File: config.mk
export PLATFORM = sky130hd
export DESIGN_NAME = regfile_sb
export DESIGN_NICKNAME = d
export VERILOG_FILES = /design/src/rtl/regfile_sb_pkg.sv /design/src/rtl/regfile_scoreboard.sv /design/src/rtl/regfile_sb.sv
export SDC_FILE = /design/constraint.sdc
export NUM_CORES = 2
export LEC_CHECK = 0
export CAP_MARGIN = 15
export CORE_MARGIN = 1
export CORE_UTILIZATION = 46
export CTS_BUF_LIST = sky130_fd_sc_hd__clkbuf_2 sky130_fd_sc_hd__clkbuf_4 sky130_fd_sc_hd__clkbuf_8
export DETAILED_ROUTE_END_ITERATION = 10
export DONT_BUFFER_PORTS = 1
export PLACE_DENSITY_LB_ADDON = 0.1
export SETUP_SLACK_MARGIN = 0.15
export SYNTH_ARGS = -nofsm -noshare
export SYNTH_HDL_FRONTEND = slang
export SYNTH_SLANG_ARGS = --single-unit
File: constraint.sdc
create_clock -name clk -period 7.05 [get_ports clk]
set_input_delay 1.0575 -clock clk [delete_from_list [all_inputs] [get_ports clk]]
set_output_delay 1.0575 -clock clk [all_outputs]
set_load 0.02 [all_outputs]
File: src/rtl/regfile_sb_pkg.sv
// rtl/regfile_sb_pkg.sv - shared constants for the register file and its write scoreboard
package regfile_sb_pkg;
    localparam logic RstEnable   = 1'b1;
    localparam logic WriteEnable = 1'b1;
    localparam logic ReadEnable  = 1'b1;
    localparam int   RegBus      = 32;
    localparam int   RegAddrBus  = 5;
    localparam int   RegNum      = 32;
    localparam int   SbCntBus    = 2;
    localparam logic [RegBus-1:0] ZeroWord = '0;
endpackage

File: src/rtl/regfile_scoreboard.sv
// rtl/regfile_scoreboard.sv - per-register pending-write counters, busy flags and sticky sb_err
// Optional same-cycle busy release on retire: REGFILE_BYPASS_EN
module regfile_scoreboard
    import regfile_sb_pkg::*;
#(
    parameter int ADDR_W = RegAddrBus,
    parameter int NREG   = RegNum,
    parameter int CNT_W  = SbCntBus
) (
    input  logic              clk,
    input  logic              rst,
    input  logic              issue_en,
    input  logic [ADDR_W-1:0] issue_addr,
    input  logic              we,
    input  logic [ADDR_W-1:0] waddr,
    input  logic              re1,
    input  logic [ADDR_W-1:0] raddr1,
    input  logic              re2,
    input  logic [ADDR_W-1:0] raddr2,
    output logic              busy1,
    output logic              busy2,
    output logic              sb_err
);
    localparam logic [CNT_W-1:0] CNT_MAX = '1;

    logic [CNT_W-1:0] cnt     [NREG];
    logic [CNT_W-1:0] cnt_nxt [NREG];
    logic [NREG-1:0]  inc_v;
    logic [NREG-1:0]  dec_v;
    logic             err_nxt;

    always_comb begin
        err_nxt = 1'b0;
        for (int r = 0; r < NREG; r++) begin
            cnt_nxt[r] = cnt[r];
            inc_v[r]   = (r != 0) && issue_en && (issue_addr == ADDR_W'(r));
            dec_v[r]   = (r != 0) && (we == WriteEnable) && (waddr == ADDR_W'(r));
            // Simultaneous issue and retire cancel out with no error.
            if (inc_v[r] && !dec_v[r]) begin
                if (cnt[r] == CNT_MAX) err_nxt = 1'b1;
                else                   cnt_nxt[r] = cnt[r] + 1'b1;
            end else if (dec_v[r] && !inc_v[r]) begin
                if (cnt[r] == '0) err_nxt = 1'b1;
                else              cnt_nxt[r] = cnt[r] - 1'b1;
            end
        end
    end

    always_ff @(posedge clk) begin
        if (rst == RstEnable) begin
            for (int r = 0; r < NREG; r++) cnt[r] <= '0;
            sb_err <= 1'b0;
        end else begin
            for (int r = 0; r < NREG; r++) cnt[r] <= cnt_nxt[r];
            if (err_nxt) sb_err <= 1'b1;
        end
    end

    function automatic logic port_busy(input logic re, input logic [ADDR_W-1:0] ra);
        logic b;
        b = (re == ReadEnable) && (ra != '0) && (cnt[ra] != '0);
`ifdef REGFILE_BYPASS_EN
        if (dec_v[ra] && !inc_v[ra] && (cnt[ra] == CNT_W'(1))) b = 1'b0;
`endif
        return b;
    endfunction

    always_comb begin
        busy1 = 1'b0;
        busy2 = 1'b0;
        if (rst != RstEnable) begin
            busy1 = port_busy(re1, raddr1);
            busy2 = port_busy(re2, raddr2);
        end
    end
endmodule

File: src/rtl/regfile_sb.sv
// rtl/regfile_sb.sv - 2R/1W register file with in-flight write scoreboard
// Optional write-to-read data bypass: REGFILE_BYPASS_EN
module regfile_sb
    import regfile_sb_pkg::*;
#(
    parameter int DATA_W = RegBus,
    parameter int ADDR_W = RegAddrBus,
    parameter int NREG   = RegNum,
    parameter int CNT_W  = SbCntBus
) (
    input  logic              clk,
    input  logic              rst,
    input  logic              we,
    input  logic [ADDR_W-1:0] waddr,
    input  logic [DATA_W-1:0] wdata,
    input  logic              re1,
    input  logic [ADDR_W-1:0] raddr1,
    input  logic              re2,
    input  logic [ADDR_W-1:0] raddr2,
    output logic [DATA_W-1:0] rdata1,
    output logic [DATA_W-1:0] rdata2,
    input  logic              issue_en,
    input  logic [ADDR_W-1:0] issue_addr,
    output logic              busy1,
    output logic              busy2,
    output logic              sb_err
);
    logic [DATA_W-1:0] mem [NREG];

    always_ff @(posedge clk) begin
        if (rst == RstEnable) begin
            for (int r = 0; r < NREG; r++) mem[r] <= '0;
        end else if ((we == WriteEnable) && (waddr != '0)) begin
            mem[waddr] <= wdata;
        end
    end

    function automatic logic [DATA_W-1:0] port_read(input logic re, input logic [ADDR_W-1:0] ra);
        logic [DATA_W-1:0] d;
        d = '0;
        if ((re == ReadEnable) && (ra != '0)) begin
            d = mem[ra];
`ifdef REGFILE_BYPASS_EN
            if ((we == WriteEnable) && (waddr == ra)) d = wdata;
`endif
        end
        return d;
    endfunction

    always_comb begin
        rdata1 = '0;
        rdata2 = '0;
        if (rst != RstEnable) begin
            rdata1 = port_read(re1, raddr1);
            rdata2 = port_read(re2, raddr2);
        end
    end

    regfile_scoreboard #(
        .ADDR_W (ADDR_W),
        .NREG   (NREG),
        .CNT_W  (CNT_W)
    ) u_scoreboard (
        .clk        (clk),
        .rst        (rst),
        .issue_en   (issue_en),
        .issue_addr (issue_addr),
        .we         (we),
        .waddr      (waddr),
        .re1        (re1),
        .raddr1     (raddr1),
        .re2        (re2),
        .raddr2     (raddr2),
        .busy1      (busy1),
        .busy2      (busy2),
        .sb_err     (sb_err)
    );
endmodule

==> impl_results.md <==
* Leakage power at 21.4 nW
* Reg area at 32,000 µm²
* Post-Syn Area at 59,000 µm²
* Hold Vio Cnt, Final at 0
* Unique masters post-synth at 64
* Total wire length at 201,000 µm
* DIE HEIGHT at 360 µm
* Final HPWL from detailed placement at 113,000 µm
* Dpl cell area at 60,600 µm²
* Worst skew pair latency at 0.92 ns
* Initial DRC count at 5,219
* Crit-path max FO at 260
* Placer congestion estimate at 0.933
* # fillers at 10,500
* DRT antenna net count at 0
* Post-synthesis async set-or-reset flop share at 0%
* Hold Buf Count CTS at 0
* Root Buffer Master: clkbuf_8
* CP top delay family: multiplexers
* Initial antenna violation count at 20
* Drt drc at 0
* Final Util at 50.4%
* Die Span X at 360 µm
* PortBufs at 0
* Critical path required time at 5.99 ns
* Critical Path Most Common Cell: mux4_2
* Initial Utilization at 46.4%
* Syn Area/Cell at 15.0 µm²
* Wire per inst at 35.6 µm
* Final Cell Area at 64,200 µm²
* Status: finished, final reports clean
* Rel. slew slack at 21.3%
* #FFs+latches synth at 1,087
* Gate Count Post-Synth at 3,924
* Yosys warns at 0
* CP bufs+invs at 0
* Number of synthesized flops with an enable pin at 1,024
* RSZ-0062 raised after global routing: no
* Crit path launch type: input pin
* Final Slew Violations at 0
* Final layout net count at 3,882
* Layout cells sized above 1 at 27.8%
* Final WS setup at 2.56 ns
* Multi-input gate area at 25,700 µm²
* Worst-path clk slew at 0.06 ns
* Setup TNS at 0 ns
* Critical Path Sink Type: primary output
* GRT Overall Usage at 31.2%
* Crit path DAT at 3.43 ns
* Final critical-path share of the clock period at 63.7%
* Tightest Hold Check Type: in2reg
* Core ar. at 127,000 µm²
* H-tree Lvls at 4
* Num CTS Buffers at 189
* Die ar. at 130,000 µm²
* Post-synthesis sequential area ratio at 54.2%
* Vias in the first global route at 38,000
* Max clock buf depth at 3
* CTS tree: built
* Worst-Margin Slew at 1.18 ns
* CP Class: in2out
* DP Worst Slack at 2.67 ns
* Crit-path cells: mux4_2 > mux4_2 > mux2i_1 > nor2_1
* Global-route wire length before repair at 284,000 µm
* Largest net degree at the start of global routing at 269
* Vias per inst at 6.57
* Post-CTS sizing at 0
* Worst Clk Skew at 0.0189 ns
* Io pins at 125
* GR Overflow Total at 0
* Crit path largest cell delay at 0.75 ns
* Total number of vias at 37,100
* Primary FF master, synth: edfxtp_1
* Clock Sinks at 1,087
* Max-Cap Viols at 0
* Area delta synth->final at 8.75%
* Pwr/cell area at 229 nW/µm²
* Post-CTS setup buffer count at 0
* Number of iterations in the first detailed-routing pass at 5
* Fmax at 223 MHz
* Final-report setup violation count at 0
* Row count at 131
* Final worst path period need at 4.49 ns
* Max IR drop VDD at 0.000213 V
* Cell at the slowest stage of the critical path: mux4_2
## Yosys cell counts (4+ instances only)
cell type	instances	area (µm²)
edfxtp_1	1024	30700
and2_1	996	6230
mux4_2	654	14700
clkbuf_1	314	1180
nor2_1	147	552
nand2_1	102	383
o21ai_0	82	410
mux2i_1	65	651
dfxtp_1	63	1260
a21oi_1	62	310
buf_1	57	214
nand3_1	47	235
buf_2	37	185
o211ai_1	36	270
or2_2	34	213
inv_1	28	105
nor3_1	24	120
a211oi_1	17	128
o21a_1	15	113
nand2b_1	9	56.3
a211o_1	8	70.1
o2111ai_1	7	61.3
o22ai_1	7	43.8
nand4b_1	6	52.6
nand4bb_1	6	67.6
or3_1	6	37.5
nor2b_1	5	31.3
o32ai_1	5	43.8
a2111oi_0	4	35.0
and4b_1	4	40.0
nor4bb_1	4	40.0
o32a_1	4	40.0
## metal layers
layer,vias up,routed length (µm),GRT usage (%)
li1,15000,-,-
met1,19600,77800,41.4
met2,2125,96500,50.1
met3,392,19500,7.36
met4,2,7020,11.4
met5,-,19,0
## worst paths after layout
| path | to | slack [ns] | startpoint | cells past startpoint |
|---|---|---|---|---|
| min reg2reg | u_scoreboard.cnt[9][1] | 0.51 | u_scoreboard.cnt[9][1] | 2 |
| max reg2reg | u_scoreboard.sb_err | 5.02 | u_scoreboard.cnt[5][0] | 6 |
| min | mem[0][0] | 0.24 | rst | 0 |
| max | rdata1[28] | 2.56 | raddr1[0] | 4 |
## registers in the layout, indices dropped and copies added, names as in the netlist
register	flops
u_scoreboard.cnt	62
u_scoreboard.sb_err	1
mem	1024
## per-stage QoR
step / hold WS (ns) / power, mW / cells
floorplan: 0.468 / 8.83 / 3955
global placement: 0.484 / 9.09 / 5294
detailed placement: 0.493 / 9.14 / 5295
CTS: 0.164 / 14.8 / 5633
global route: 0.174 / 15.2 / 5638
finish: 0.243 / 14.7 / 5641
## cell usage in the layout, fill, tap and decap left out, types with 7 or more instances in the layout
cell type	count
edfxtp_1	1024
and2_1	996
mux4_2	654
clkbuf_8	195
nor2_1	128
nand2_1	102
buf_4	85
o21ai_0	82
mux2i_1	65
clkbuf_4	63
dfxtp_1	63
a21oi_1	62
clkinv_1	50
nand3_1	47
o211ai_1	36
or2_2	34
conb_1	32
inv_1	27
nor2_4	19
a211oi_1	17
o21a_1	15
clkinv_2	13
nor3_1	12
nor3_2	12
diode_2	8
nand2b_1	8
a211o_1	8
o22ai_1	7
o2111ai_1	7
## cell families (layout without fill, tap and decap cells)
family | Yosys count | count (layout) | synth area share (%)
simple gates | 1407 | 1407 | 13.9
compound gates | 271 | 271 | 2.96
xor+xnor | 1 | 1 | 0.0148
mux | 719 | 719 | 26.0
other cells | 1 | 40 | 0.00635
flops | 1087 | 1087 | 54.2
buf+inv | 438 | 454 | 2.87
## area by class of cell
type	count	area share [%]
antenna	8	0.0312
sequential	1087	49.9
clock buffer	258	4.92
multi-input combinational	2430	40.0
tap	1662	3.24
timing repair buffer	87	1.06
clock inverter	80	0.742
inverter	29	0.177
## where the power goes
part	switching [mW]	internal, mW	leakage, nW
sequential	0.170	7.40	10.3
clock	2.74	2.98	1.91
combinational	0.690	0.758	9.26
total	3.60	11.1	21.4
No activity file was read; power rests on OpenSTA's default activity.
